$ cat src/rtl/ifsram_wr_mb.sv
// Ifmap SRAM write generator: drains a FWFT FIFO into NUM_BANK SRAM banks, round-robin by row.
// Define IFSRAM_WR_PAD_EN to frame every row with one leading and one trailing zero word.
module ifsram_wr_mb #(
  parameter int unsigned DATA_W   = 64,
  parameter int unsigned ADDR_W   = 11,
  parameter int unsigned NUM_BANK = 3,
  parameter int unsigned WCNT_W   = 10,
  parameter int unsigned RCNT_W   = 8
) (
  input  logic                clk,
  input  logic                reset,
  input  logic                start,
  input  logic [WCNT_W-1:0]   cfg_row_words,
  input  logic [RCNT_W-1:0]   cfg_rows,
  output logic                busy,
  output logic                done,
  input  logic [DATA_W-1:0]   fifo_data,
  input  logic                fifo_empty_n,
  output logic                fifo_read,
  output logic [NUM_BANK-1:0] sram_cen,
  output logic [NUM_BANK-1:0] sram_wen,
  output logic [ADDR_W-1:0]   sram_addr,
  output logic [DATA_W-1:0]   sram_data
);

  localparam int unsigned BankW = (NUM_BANK > 1) ? $clog2(NUM_BANK) : 1;
  // One extra bit so row_words+2 fits when rows are padded.
  localparam int unsigned ColW  = WCNT_W + 1;
  localparam logic [BankW-1:0] LastBank = BankW'(NUM_BANK - 1);
`ifdef IFSRAM_WR_PAD_EN
  localparam logic [ColW-1:0] PadWords = ColW'(2);
`else
  localparam logic [ColW-1:0] PadWords = '0;
`endif

  typedef enum logic [1:0] {StIdle, StRun, StDone} state_e;

  state_e              state_q, state_d;
  logic [WCNT_W-1:0]   row_words_q, row_words_d;
  logic [RCNT_W-1:0]   rows_q, rows_d;
  logic [ColW-1:0]     col_q, col_d;
  logic [RCNT_W-1:0]   row_q, row_d;
  logic [BankW-1:0]    bank_q, bank_d;
  logic [ADDR_W-1:0]   base_q, base_d;
  logic [NUM_BANK-1:0] cen_q, cen_d;
  logic [NUM_BANK-1:0] wen_q, wen_d;
  logic [ADDR_W-1:0]   addr_q, addr_d;
  logic [DATA_W-1:0]   data_q, data_d;

  logic [ColW-1:0]     row_len;
  logic                col_last;
  logic                row_last;
  logic                is_pad;
  logic                run;
  logic                step;
  logic [NUM_BANK-1:0] bank_dec;

  assign row_len  = ColW'(row_words_q) + PadWords;
  assign col_last = (col_q == row_len - 1'b1);
  assign row_last = (row_q == rows_q - 1'b1);
  assign run      = (state_q == StRun);

`ifdef IFSRAM_WR_PAD_EN
  assign is_pad = (col_q == '0) || col_last;
`else
  assign is_pad = 1'b0;
`endif

  // Pad slots advance unconditionally; data slots need a word from the FIFO.
  assign step      = run & (is_pad | fifo_empty_n);
  assign fifo_read = run & ~reset & ~is_pad & fifo_empty_n;

  assign busy      = run;
  assign done      = (state_q == StDone);
  assign sram_cen  = cen_q;
  assign sram_wen  = wen_q;
  assign sram_addr = addr_q;
  assign sram_data = data_q;

  always_comb begin
    bank_dec = '0;
    for (int unsigned i = 0; i < NUM_BANK; i++) begin
      bank_dec[i] = (bank_q == BankW'(i));
    end
  end

  always_comb begin
    state_d     = state_q;
    row_words_d = row_words_q;
    rows_d      = rows_q;
    col_d       = col_q;
    row_d       = row_q;
    bank_d      = bank_q;
    base_d      = base_q;

    unique case (state_q)
      StIdle: begin
        if (start) begin
          row_words_d = cfg_row_words;
          rows_d      = cfg_rows;
          col_d       = '0;
          row_d       = '0;
          bank_d      = '0;
          base_d      = '0;
          state_d     = ((cfg_rows == '0) || (cfg_row_words == '0)) ? StDone : StRun;
        end
      end
      StRun: begin
        if (step) begin
          if (col_last) begin
            col_d = '0;
            row_d = row_q + 1'b1;
            if (bank_q == LastBank) begin
              bank_d = '0;
              base_d = base_q + ADDR_W'(row_len);
            end else begin
              bank_d = bank_q + 1'b1;
            end
            if (row_last) begin
              state_d = StDone;
            end
          end else begin
            col_d = col_q + 1'b1;
          end
        end
      end
      StDone: begin
        state_d = StIdle;
      end
      default: begin
        state_d = StIdle;
      end
    endcase
  end

  // Write port is registered one cycle behind the accepted word; addr/data hold when idle.
  always_comb begin
    cen_d  = '1;
    wen_d  = '1;
    addr_d = addr_q;
    data_d = data_q;
    if (step) begin
      cen_d  = ~bank_dec;
      wen_d  = ~bank_dec;
      addr_d = base_q + ADDR_W'(col_q);
      data_d = is_pad ? '0 : fifo_data;
    end
  end

  always_ff @(posedge clk) begin
    if (reset) begin
      state_q     <= StIdle;
      row_words_q <= '0;
      rows_q      <= '0;
      col_q       <= '0;
      row_q       <= '0;
      bank_q      <= '0;
      base_q      <= '0;
      cen_q       <= '1;
      wen_q       <= '1;
      addr_q      <= '0;
      data_q      <= '0;
    end else begin
      state_q     <= state_d;
      row_words_q <= row_words_d;
      rows_q      <= rows_d;
      col_q       <= col_d;
      row_q       <= row_d;
      bank_q      <= bank_d;
      base_q      <= base_d;
      cen_q       <= cen_d;
      wen_q       <= wen_d;
      addr_q      <= addr_d;
      data_q      <= data_d;
    end
  end

endmodule

$ cat config.mk
export PLATFORM = sky130hd
export DESIGN_NAME = ifsram_wr_mb
export DESIGN_NICKNAME = d
export VERILOG_FILES = /design/src/rtl/ifsram_wr_mb.sv
export SDC_FILE = /design/constraint.sdc
export NUM_CORES = 1
export LEC_CHECK = 0
export ABC_AREA = 1
export BUFFER_PORTS_ARGS = -buffer_cell sky130_fd_sc_hd__buf_2
export CAP_MARGIN = 20
export CORE_MARGIN = 2
export CORE_UTILIZATION = 30
export CTS_CLUSTER_DIAMETER = 120
export DETAILED_ROUTE_END_ITERATION = 16
export PLACE_DENSITY = 0.54
export SETUP_SLACK_MARGIN = 0.1
export SYNTH_ARGS = -nofsm -noshare
export SYNTH_HDL_FRONTEND = slang
export SYNTH_SLANG_ARGS = --single-unit
$ cat constraint.sdc
create_clock -name clk -period 1.95 [get_ports clk]
set_input_delay 0.0975 -clock clk [delete_from_list [all_inputs] [get_ports clk]]
set_output_delay 0.0975 -clock clk [all_outputs]
set_load 0.01 [all_outputs]
# Word level (Yosys, flattened, before mapping)
# Cells that the tools add are included.
# Widths: inputs -> output; s select.
# op_classes
n_shift	0
n_mux	23
magnitude_cmp	0
n_reduce_logical	12
bitwise_logic	6
n_div	0
eq_ne	11
addsub	7
mul	0
# op_table
op	n
$mux 11	6
$pmux 11 s2	2
$mux 8	3
$mux 2	9
$pmux 8 s2	1
$add 11x1->11 const B	1
$add 11x10->11	1
$add 11x11->11	1
$eq 11x11->1	1
$sub 10x1->11 const B	1
$logic_not 10->1	1
$add 8x1->8 const B	1
$eq 8x8->1	1
$logic_not 8->1	1
$pmux 2 s2	2
$reduce_and 4->1	2
$sub 8x1->8 const B	1
$ne 2x2->1 const B	3
$reduce_and 5->1	1
$eq 2x1->1 const B	2
$eq 2x2->1 const B	2
$logic_not 2->1	2
$ne 2x1->1 const B	2
$and 1x1->1	3
other kinds (8)	9
# word_totals
mem_count	0
latchBits	0
ff_bits	130
mem_bits_ro	0
mem_bits_rw	0
wordCells	69
output_inout_bits	84

# Longest topological paths before layout
# Gate-level depths: netlist (run 1).
# depth
ltp_word	6
ltp_mapped	15
depth_no_buf	14

# Worst setup path after synthesis (run 1)
# OpenSTA, ideal clock, no wires.
# synth_path
kind	register to register
startpoint	register row_words_q[0]
endpoint	register base_q[1]
slack_ps	-65
required_time_ps	1818
stages_incl_launch_ff	16
arrival_ps	1883
path_buffers	2
path_cell_list	dfxtp_1 > inv_1 > ha_1 > buf_2 > or2_1 > nand2_1 > nand2_1 > nand2_1 > nand3_1 > nor2_1 > nand3_1 > nand2_2 > nand3_1 > buf_2 > nand2_1 > a21oi_1
# synth_via
elab_chain_cells	5
# synth_rtl
item	line	source
start, declared	39	logic [WCNT_W-1:0] row_words_q, row_words_d;
start signal, assigned	165	row_words_q <= row_words_d;
branches (longest 5 deep; another with $sub 10x1->11)	n/a	
end signal, assigned	170	base_q <= base_d;
end, declared	44	logic [ADDR_W-1:0] base_q, base_d;
# Several ways; the timed one is not identified. The select of a mux whose other input is x is not followed.
# A chain may end at the register's enable or synchronous reset.

# Worst setup path in the final report (run 1)
# layout_path
startpoint	register row_words_q[0]
endpoint	register state_q[0]
# layout_via
elab_chain_cells	4
# layout_rtl
item	line	source
$sub 10x1->11	59	assign col_last = (col_q == row_len - 1'b1);
$eq 11x11->1	59	
$ne 2x2->1 (no line)	n/a	
$reduce_and 4->1 (no line)	n/a	
end signal, assigned	152	state_q <= StIdle;
end signal, assigned	164	state_q <= state_d;
end, declared	38	state_e state_q, state_d;
# Every way passes these cells.

==> summary.md, run 1 <==
| Metric | Value |
|---|---|
| Status | `completed` |
| Critical path type | `reg2reg` |
| Buf+Inv Stages, Crit Path | `4` |
| Area contributors post-synth | `dfxtp_1 40%, nor2_1 11%, o21ai_0 7.6%` |
| Clk_skew | `~15 ps` |
| Grt total ovfl | `0` |
| Share of the cycle needed by the critical path after routing | `a little over nine tenths` |
| Fin nets | `approximately 1,300` |
| Non-filler instance count after layout | `1,489` |
| Layout cell share with drive strength beyond 1 | `between 20 and 30%` |
| Critical-path top delay cell | `dfxtp_4` |
| Final core utilization | `approximately 45%` |
| Critical Path End Type | `flip-flop` |
| Root Driver | `clkbuf_16` |
| Starting density of the core | `30.3%` |
| Yosys cell types | `38` |
| Slew Viols, Final | `0` |
| Largest net degree at the start of global routing | `80` |
| GP Congestion | `0.836` |
| Hold Path Class | `in2reg` |
| Asr flop ratio synth | `0%` |
| Synth warn | `0` |
| Horiz. Die Dim | `152 µm` |
| Static leakage | `approximately 4.5 nW` |
| Mapped Avg Cell Area | `7.15 µm²` |
| CP top delay family | `simple AND/OR/NAND/NOR gates` |
| Actual slew at the worst max-slew pin | `477 ps` |
| Pre-CTS setup slack | `-32.5 ps` |
| # rows | `54` |
| Port Buffers | `169` |
| Top-Level Pins | `170` |
| Final setup vio count | `0` |
| Total Routing Usage GR | `between 10% and 20%` |
| First-pass DRT Iterations | `5` |
| Vias in the first global route | `roughly 6,500` |
| Post-synth top area cell | `dfxtp_1` |
| Post-DP HPWL | `13.8 mm` |
| N_diodes | `0` |
| CTS tree | `built` |
| Crit-path cells | `inv_4 > ha_4 > or2_1 > nand2_1 > nand2_1 > nand2_1 > nand3_1 > nor2_1 > nand3_2 > nand2_4 > buf_12 > buf_8 > nand3_2 > nand2_1 > inv_1` |
| Wire length per cell | `approximately 14 µm` |
| Worst reg-to-reg setup slack | `approximately 25 ps` |
| Predominant post-synthesis flop cell | `dfxtp_1` |
| #FFs+latches synth | `130` |
| Peak supply drop | `about 0.54 mV` |
| Synth top area share | `39.8%` |
| Via count of the routed design | `~7,000` |
| Slew margin rel. | `68.2%` |
| Post-synth EDFFs | `0` |
| Initial antenna violation count | `0` |
| Core Box Area | `between 20,000 and 25,000 µm²` |
| Fmax | `just over 500 MHz` |
| DIE HEIGHT | `approximately 150 µm` |
| Max Cap Viol | `0` |
| Area delta synth->final | `49.2%` |
| Clock transition at path regs | `approximately 60 ps` |
| Design area | `9760 µm²` |
| # clock sinks | `between 100 and 150` |
| DRT iter0 DRCs | `about 330` |
| Cts bufs inserted | `17` |
| WP data required | `around 2300 ps` |
| Skew-Pair Late Insertion Delay | `between 400 and 500 ps` |
| Fill count | `2,158` |
| Cell area after synthesis | `roughly 6500 µm²` |
| First-pass GRT wire length | `roughly 33 mm` |
| Min Tclk post-route | `around 1900 ps` |
| Crit-path max FO | `8` |
| Post-route setup slack | `around 25 ps` |
| Syn Nets | `1,027` |
| Top-count cell post-synth | `nor2_1` |
| CTS Buffer Depth | `2` |
| Fin. Hold Viols | `0` |
| Largest stage delay on the critical path | `~370 ps` |
| Syn Inst Count | `between 900 and 1,000` |
| Crit path top cell by count | `nand2_1` |
| Placed Area | `slightly below 8000 µm²` |
| Pwr Density | `~800 nW/µm²` |
| H-tree Lvls | `4` |
| Startpoint types | `flip-flop` |
| Routed WL | `roughly 21 mm` |
| Worst EP arrival | `2240 ps` |
| Via-to-Cell Ratio | `~4.7` |
| Seq/Total Area, Yosys | `between 30 and 40%` |
| Synth cell count leaders | `193 x nor2_1, 130 x dfxtp_1, 121 x nand2_1, 99 x o21ai_0, 74 x inv_1` |
| Die area | `roughly 23,000 µm²` |
| Final ANT Viol Nets | `0` |
| DRC Markers | `0` |
| RSZ-0062 raised after global routing | `true` |
| Dpl cells | `1,361` |
path summary, 6_finish.rpt:
check	startpoint	endpoint	cells past startpoint
setup / recovery	row_words_q[0]$_SDFFE_PP0P_	state_q[0]$_SDFFE_PP0P_	15
hold reg to reg	bank_q[0]$_SDFFE_PP0P_	sram_wen[1]$_SDFF_PP1_	1
hold / removal	cfg_row_words[1]	row_words_q[1]$_SDFFE_PP0P_	3
setup reg to reg	row_words_q[0]$_SDFFE_PP0P_	state_q[0]$_SDFFE_PP0P_	15
worst min-delay path: stages:
cell	delay [ps]
buf_2	90
o21ai_0	90
a21oi_1	110
power breakdown:
part / switching (W) / internal [W]
logic: 0.000967 / 0.000755
registers: 0.000145 / 0.00285
clock network: 0.00143 / 0.00169
total: 0.00254 / 0.00530
logic make-up (layout without fill, tap and decap cells):
logic type	count (synthesis)	count (layout)	share of synthesized area [%]
XOR/XNOR	38	38	5.09
AND/OR/NAND/NOR	424	426	28.1
flip-flops	130	130	39.8
AO/OA/AOI/OAI	176	176	14.1
adder cells (fa/ha/maj)	26	26	5.20
buffers and inverters	121	413	7.73
cells in the final DEF, fill, tap and decap left out, drive strengths merged, types with 26 or more instances in the layout:
cell type,n
nor2,197
dfxtp,130
buf,224
a21oi,58
nand4,26
nand3,52
nand2,126
dlygate4sd3,77
o21ai,99
inv,87
per-layer routing:
| layer | track usage (%) | vias up | wire [µm] |
|---|---|---|---|
| met2 | 27.6 | 222 | 9430 |
| met5 | 0 | - | 0 |
| met3 | 5.27 | 13 | 1500 |
| met1 | 24.9 | 3180 | 10300 |
| met4 | 4.44 | 0 | 190 |
| li1 | - | 3578 | - |
through the flow:
step	TNS (ps)	hold WS [ps]	power [W]
floorplan	0	232	0.00391
global placement	-186	318	0.00444
detailed placement	-151	326	0.00443
CTS	0	0.720	0.00777
global route	-2490	32.4	0.00824
finish	0	9.24	0.00785
state kept, by name, summed over array words and instances, names as in the netlist:
| register | cells |
|---|---|
| sram_data | 64 |
| base_q | 11 |
| col_q | 11 |
| sram_addr | 11 |
| row_words_q | 10 |
| row_q | 8 |
| rows_q | 8 |
| sram_wen | 3 |
| bank_q | 2 |
| state_q | 2 |
repair_timing:
action / 4_1_cts / 5_1_grt
cloned: 3 / 3
pin swaps: 8 / 23
hold buffers: 77 / 0
hold endpoints to repair: 74 / 0
buffers inserted: 3 / 10
endpoints found under the setup margin: 39 / 42
gates resized for setup: 25 / 58
final cells by class:
cell class | count | area (µm²) | area share (%)
multi-input cells | 666 | 3710 | 38.0
flip-flops and latches | 130 | 2640 | 27.0
repair buffers | 303 | 2190 | 22.4
clock buffers | 17 | 425 | 4.36
well taps | 280 | 350 | 3.59
inverters | 78 | 308 | 3.15
clock inverters | 15 | 141 | 1.45
No activity file was read; power rests on OpenSTA's default activity.
==> inputs of run 2 (changes only) <==
CORE_ASPECT_RATIO = 1.1   (was default)
GPL_ROUTABILITY_DRIVEN = 1   (was default)
==> run 2 against run 1 <==
  * Sequential cell count stayed put
  * Non-clock buffer count decreased by 11
  * Global-route usage increased by 0.11 points
  * The flow now finishes with violations (negative hold slack)
  * Combinational power is 6% lower
  * Cell count down 0.20%
  * Largest power group unchanged
  * Fmax is 1.1% lower
  * Critical path depth shrank 2
==> summary.md, run 2 (synthesis gave the netlist of run 1 again) <==
| Metric | Value |
|---|---|
| CP top delay family | `simple AND/OR/NAND/NOR gates (unchanged)` |
| Hold Worst Slack | `-1.54 ps (was 9.24 ps)` |
| CTS Buffer Depth | `2 (unchanged)` |
| CTS tree | `built (unchanged)` |
| Dpl cells | `1,373 (was 1,361)` |
| Crit-path max FO | `8 (unchanged)` |
| Slew Viols, Final | `0 (unchanged)` |
| Via count of the routed design | `6,895 (was 6,993)` |
| Fin nets | `1,295 (was 1,308)` |
| Net Sw Frac | `32.3% (was 32.4%)` |
| Multi-input logic area | `3710 µm² (about the same)` |
| WHS Path Cells | `3 (unchanged)` |
| First-pass DRT Iterations | `4 (was 5)` |
| Combinational share of power | `20.9% (was 21.9%)` |
| Net switching power | `0.00251 W (was 0.00254 W)` |
| Startpoint types | `flip-flop (unchanged)` |
| DIE HEIGHT | `159 µm (was 152 µm)` |
| Critical Path End Type | `flip-flop (unchanged)` |
| Register area | `2640 µm² (about the same)` |
| R2R cell count | `13 (was 15)` |
| DRC Markers | `0 (unchanged)` |
| Largest stage delay on the critical path | `350 ps (was 370 ps)` |
| Clock transition at path regs | `70 ps (was 60 ps)` |
| Pre-CTS setup slack | `-32.5 ps (about the same)` |
| Core Box Area | `21,400 µm² (was 21,600 µm²)` |
| Via-to-Cell Ratio | `4.64 (was 4.70)` |
| Root Driver | `clkbuf_16 (unchanged)` |
| Horiz. Die Dim | `145 µm (was 152 µm)` |
| RSZ-0062 raised after global routing | `true (unchanged)` |
| Max reg flops | `64 (unchanged)` |
| Post-route setup slack | `3.96 ps (was 24.9 ps)` |
| Non-filler instance count after layout | `1,486 (was 1,489)` |
| Reg-to-Reg Start | `row_words_q[1]$_SDFFE_PP0P_ (was row_words_q[0]$_SDFFE_PP0P_)` |
| Pwr Density | `807 nW/µm² (was 804 nW/µm²)` |
| Clk_skew | `13.8 ps (was 15.2 ps)` |
| Internal power | `0.00526 W (was 0.00530 W)` |
| GP Congestion | `0.870 (was 0.836)` |
| Status | `finished, violations left (was completed)` |
| Max Cap Viol | `0 (unchanged)` |
| Worst reg-to-reg setup slack | `4 ps (was 20 ps)` |
| # rows | `56 (was 54)` |
| Top-Level Pins | `170 (unchanged)` |
| Routed WL | `20.5 mm (was 21.4 mm)` |
| Actual slew at the worst max-slew pin | `561 ps (was 477 ps)` |
| Die area | `23,000 µm² (about the same)` |
| Total negative slack | `0 ps (unchanged)` |
| Skew-Pair Late Insertion Delay | `430 ps (about the same)` |
| # clock sinks | `130 (unchanged)` |
| Post-DP HPWL | `13.8 mm (about the same)` |
| Total Routing Usage GR | `18.1% (was 18.0%)` |
| Hold Path Class | `in2reg (unchanged)` |
| Share of the cycle needed by the critical path after routing | `99.8% (was 98.7%)` |
| Largest net degree at the start of global routing | `80 (unchanged)` |
| Met3 Resource Use GR | `5.22% (was 5.27%)` |
| RR Endpoint | `base_q[5]$_SDFFE_PP0P_ (was state_q[0]$_SDFFE_PP0P_)` |
| Fill count | `2,113 (was 2,158)` |
| GRT busiest layer | `met2 (unchanged)` |
| Met1 global-route usage | `24.1% (was 24.9%)` |
| WP data required | `2300 ps (was 2260 ps)` |
| Slew margin rel. | `62.2% (was 68.2%)` |
| Port Buffers | `169 (unchanged)` |
| Post-layout power | `0.00777 W (was 0.00785 W)` |
| Grt total ovfl | `0 (unchanged)` |
| Register share of total power | `38.5% (was 38.2%)` |
| Critical-path top delay cell | `dfxtp_2 (was dfxtp_4)` |
| Fin. Hold Viols | `1 (was 0)` |
| Initial antenna violation count | `0 (unchanged)` |
| Most frequent cells in the layout | `189 x nor2_1, 169 x buf_2, 115 x nand2_1 (was 184 x nor2_1, 168 x buf_2, 118 x nand2_1)` |
| Layout cell share with drive strength beyond 1 | `27.9% (about the same)` |
| First-pass GRT wire length | `33.7 mm (was 32.9 mm)` |
| Share of power burned in the clock network | `40.6% (was 39.8%)` |
| HP Start | `cfg_row_words[8] (was cfg_row_words[1])` |
| Met2 Use GR | `28.4% (was 27.6%)` |
| Min Tclk post-route | `1950 ps (was 1930 ps)` |
| Worst EP arrival | `2300 ps (was 2240 ps)` |
| Wire length per cell | `13.8 µm (was 14.4 µm)` |
| Buf+Inv Stages, Crit Path | `2 (was 4)` |
| Cts bufs inserted | `17 (unchanged)` |
| Final setup vio count | `0 (unchanged)` |
| Fmax | `514 MHz (was 519 MHz)` |
| Critical path type | `reg2reg (unchanged)` |
| Final ANT Viol Nets | `0 (unchanged)` |
| DRT iter0 DRCs | `313 (was 326)` |
| Min-Delay Endpoint | `row_words_q[8]$_SDFFE_PP0P_ (was row_words_q[1]$_SDFFE_PP0P_)` |
| Vias in the first global route | `6,741 (was 6,487)` |
| Commonest non-fill, non-tap cell in the layout | `nor2_1 (unchanged)` |
| Failing checks | `negative hold slack` |
| N_diodes | `0 (unchanged)` |
| Area delta synth->final | `47.2% (was 49.2%)` |
| Crit-path cells | `inv_2 > ha_4 > or2_4 > nand2_2 > nand2_1 > nand2_1 > nand3_2 > nor2_2 > nand3_2 > nand2_4 > buf_6 > nand4_1 > a21oi_2 (was inv_4 > ha_4 > or2_1 > nand2_1 > nand2_1 > nand2_1 > nand3_1 > nor2_1 > nand3_2 > nand2_4 > buf_12 > buf_8 > nand3_2 > nand2_1 > inv_1)` |
| H-tree Lvls | `4 (unchanged)` |
| Static leakage | `4.42 nW (was 4.50 nW)` |
| Starting density of the core | `30.6% (was 30.3%)` |
| Peak supply drop | `0.607 mV (was 0.536 mV)` |
[run 2: final cells by class]
type                            instances  area share, %
Clock buffer                           17           4.42
Clock inverter                         15           1.70
Inverter                               78           3.09
Multi-Input combinational cell        664           38.6
Sequential cell                       130           27.5
Tap cell                              290           3.77
Timing Repair Buffer                  292           21.0
[run 2: routing by layer]
layer / share of wire [%] / wire, µm / vias up
met1: 46 / 9480 / 3124
met2: 46 / 9390 / 215
met4: 1.2 / 255 / 0
li1: - / - / 3539
met5: 0 / 0 / -
met3: 6.8 / 1390 / 17
[run 2: worst max path at each step]
| stage | from | endpoint | slack, ps | depth (start not counted) |
|---|---|---|---|---|
| 4_1_cts | row_words_q[2]$_SDFFE_PP0P_ | row_q[0]$_SDFFE_PP0P_ | 40 | 13 |
| 3_5_place_dp | row_words_q[2]$_SDFFE_PP0P_ | base_q[7]$_SDFFE_PP0P_ | -30 | 12 |
| 2_1_floorplan | row_words_q[0]$_SDFFE_PP0P_ | row_q[1]$_SDFFE_PP0P_ | 90 | 15 |
| 3_3_place_gp | base_q[4]$_SDFFE_PP0P_ | sram_addr[8]$_SDFFE_PP0P_ | 10 | 8 |
| 5_1_grt | row_words_q[1]$_SDFFE_PP0P_ | row_q[3]$_SDFFE_PP0P_ | -100 | 13 |
| 6_report | row_words_q[1]$_SDFFE_PP0P_ | base_q[5]$_SDFFE_PP0P_ | 4 | 13 |
[run 2: timing repair]
item / in CTS / in global routing
cloned: 2 / 0
endpoints found under the setup margin: 36 / 41
hold buffers: 76 / 0
resized for setup: 18 / 67
endpoints found under the hold margin: 74 / 0
pin swaps: 2 / 18
setup buffers: 1 / 2
[run 2: worst min-delay path, cell delays in order]
cell and delay [ps]:
buf_2 90, o21ai_0 80, a21oi_1 110
[run 2: power groups by stage]
| stage | clock network, W | logic (W) | registers [W] |
|---|---|---|---|
| detailed placement | 0 | 0.00141 | 0.00304 |
| global placement | 0 | 0.00143 | 0.00303 |
| floorplan | 0 | 0.000831 | 0.00308 |
| finish | 0.00316 | 0.00162 | 0.00299 |
| global route | 0.00335 | 0.00181 | 0.00302 |
| CTS | 0.00324 | 0.00157 | 0.00298 |
[run 2: per-stage QoR]
| stage | utilization, % | cell area, µm² | hold slack [ps] |
|---|---|---|---|
| 6_report | 45.1 | 9630 | -1.54 |
| 5_1_grt | 45.1 | 9630 | 14.3 |
| 4_1_cts | 43.7 | 9350 | 2.77 |
| 3_5_place_dp | 37.0 | 7920 | 324 |
| 3_3_place_gp | 37.0 | 7920 | 318 |
| 2_1_floorplan | - | 6570 | 232 |
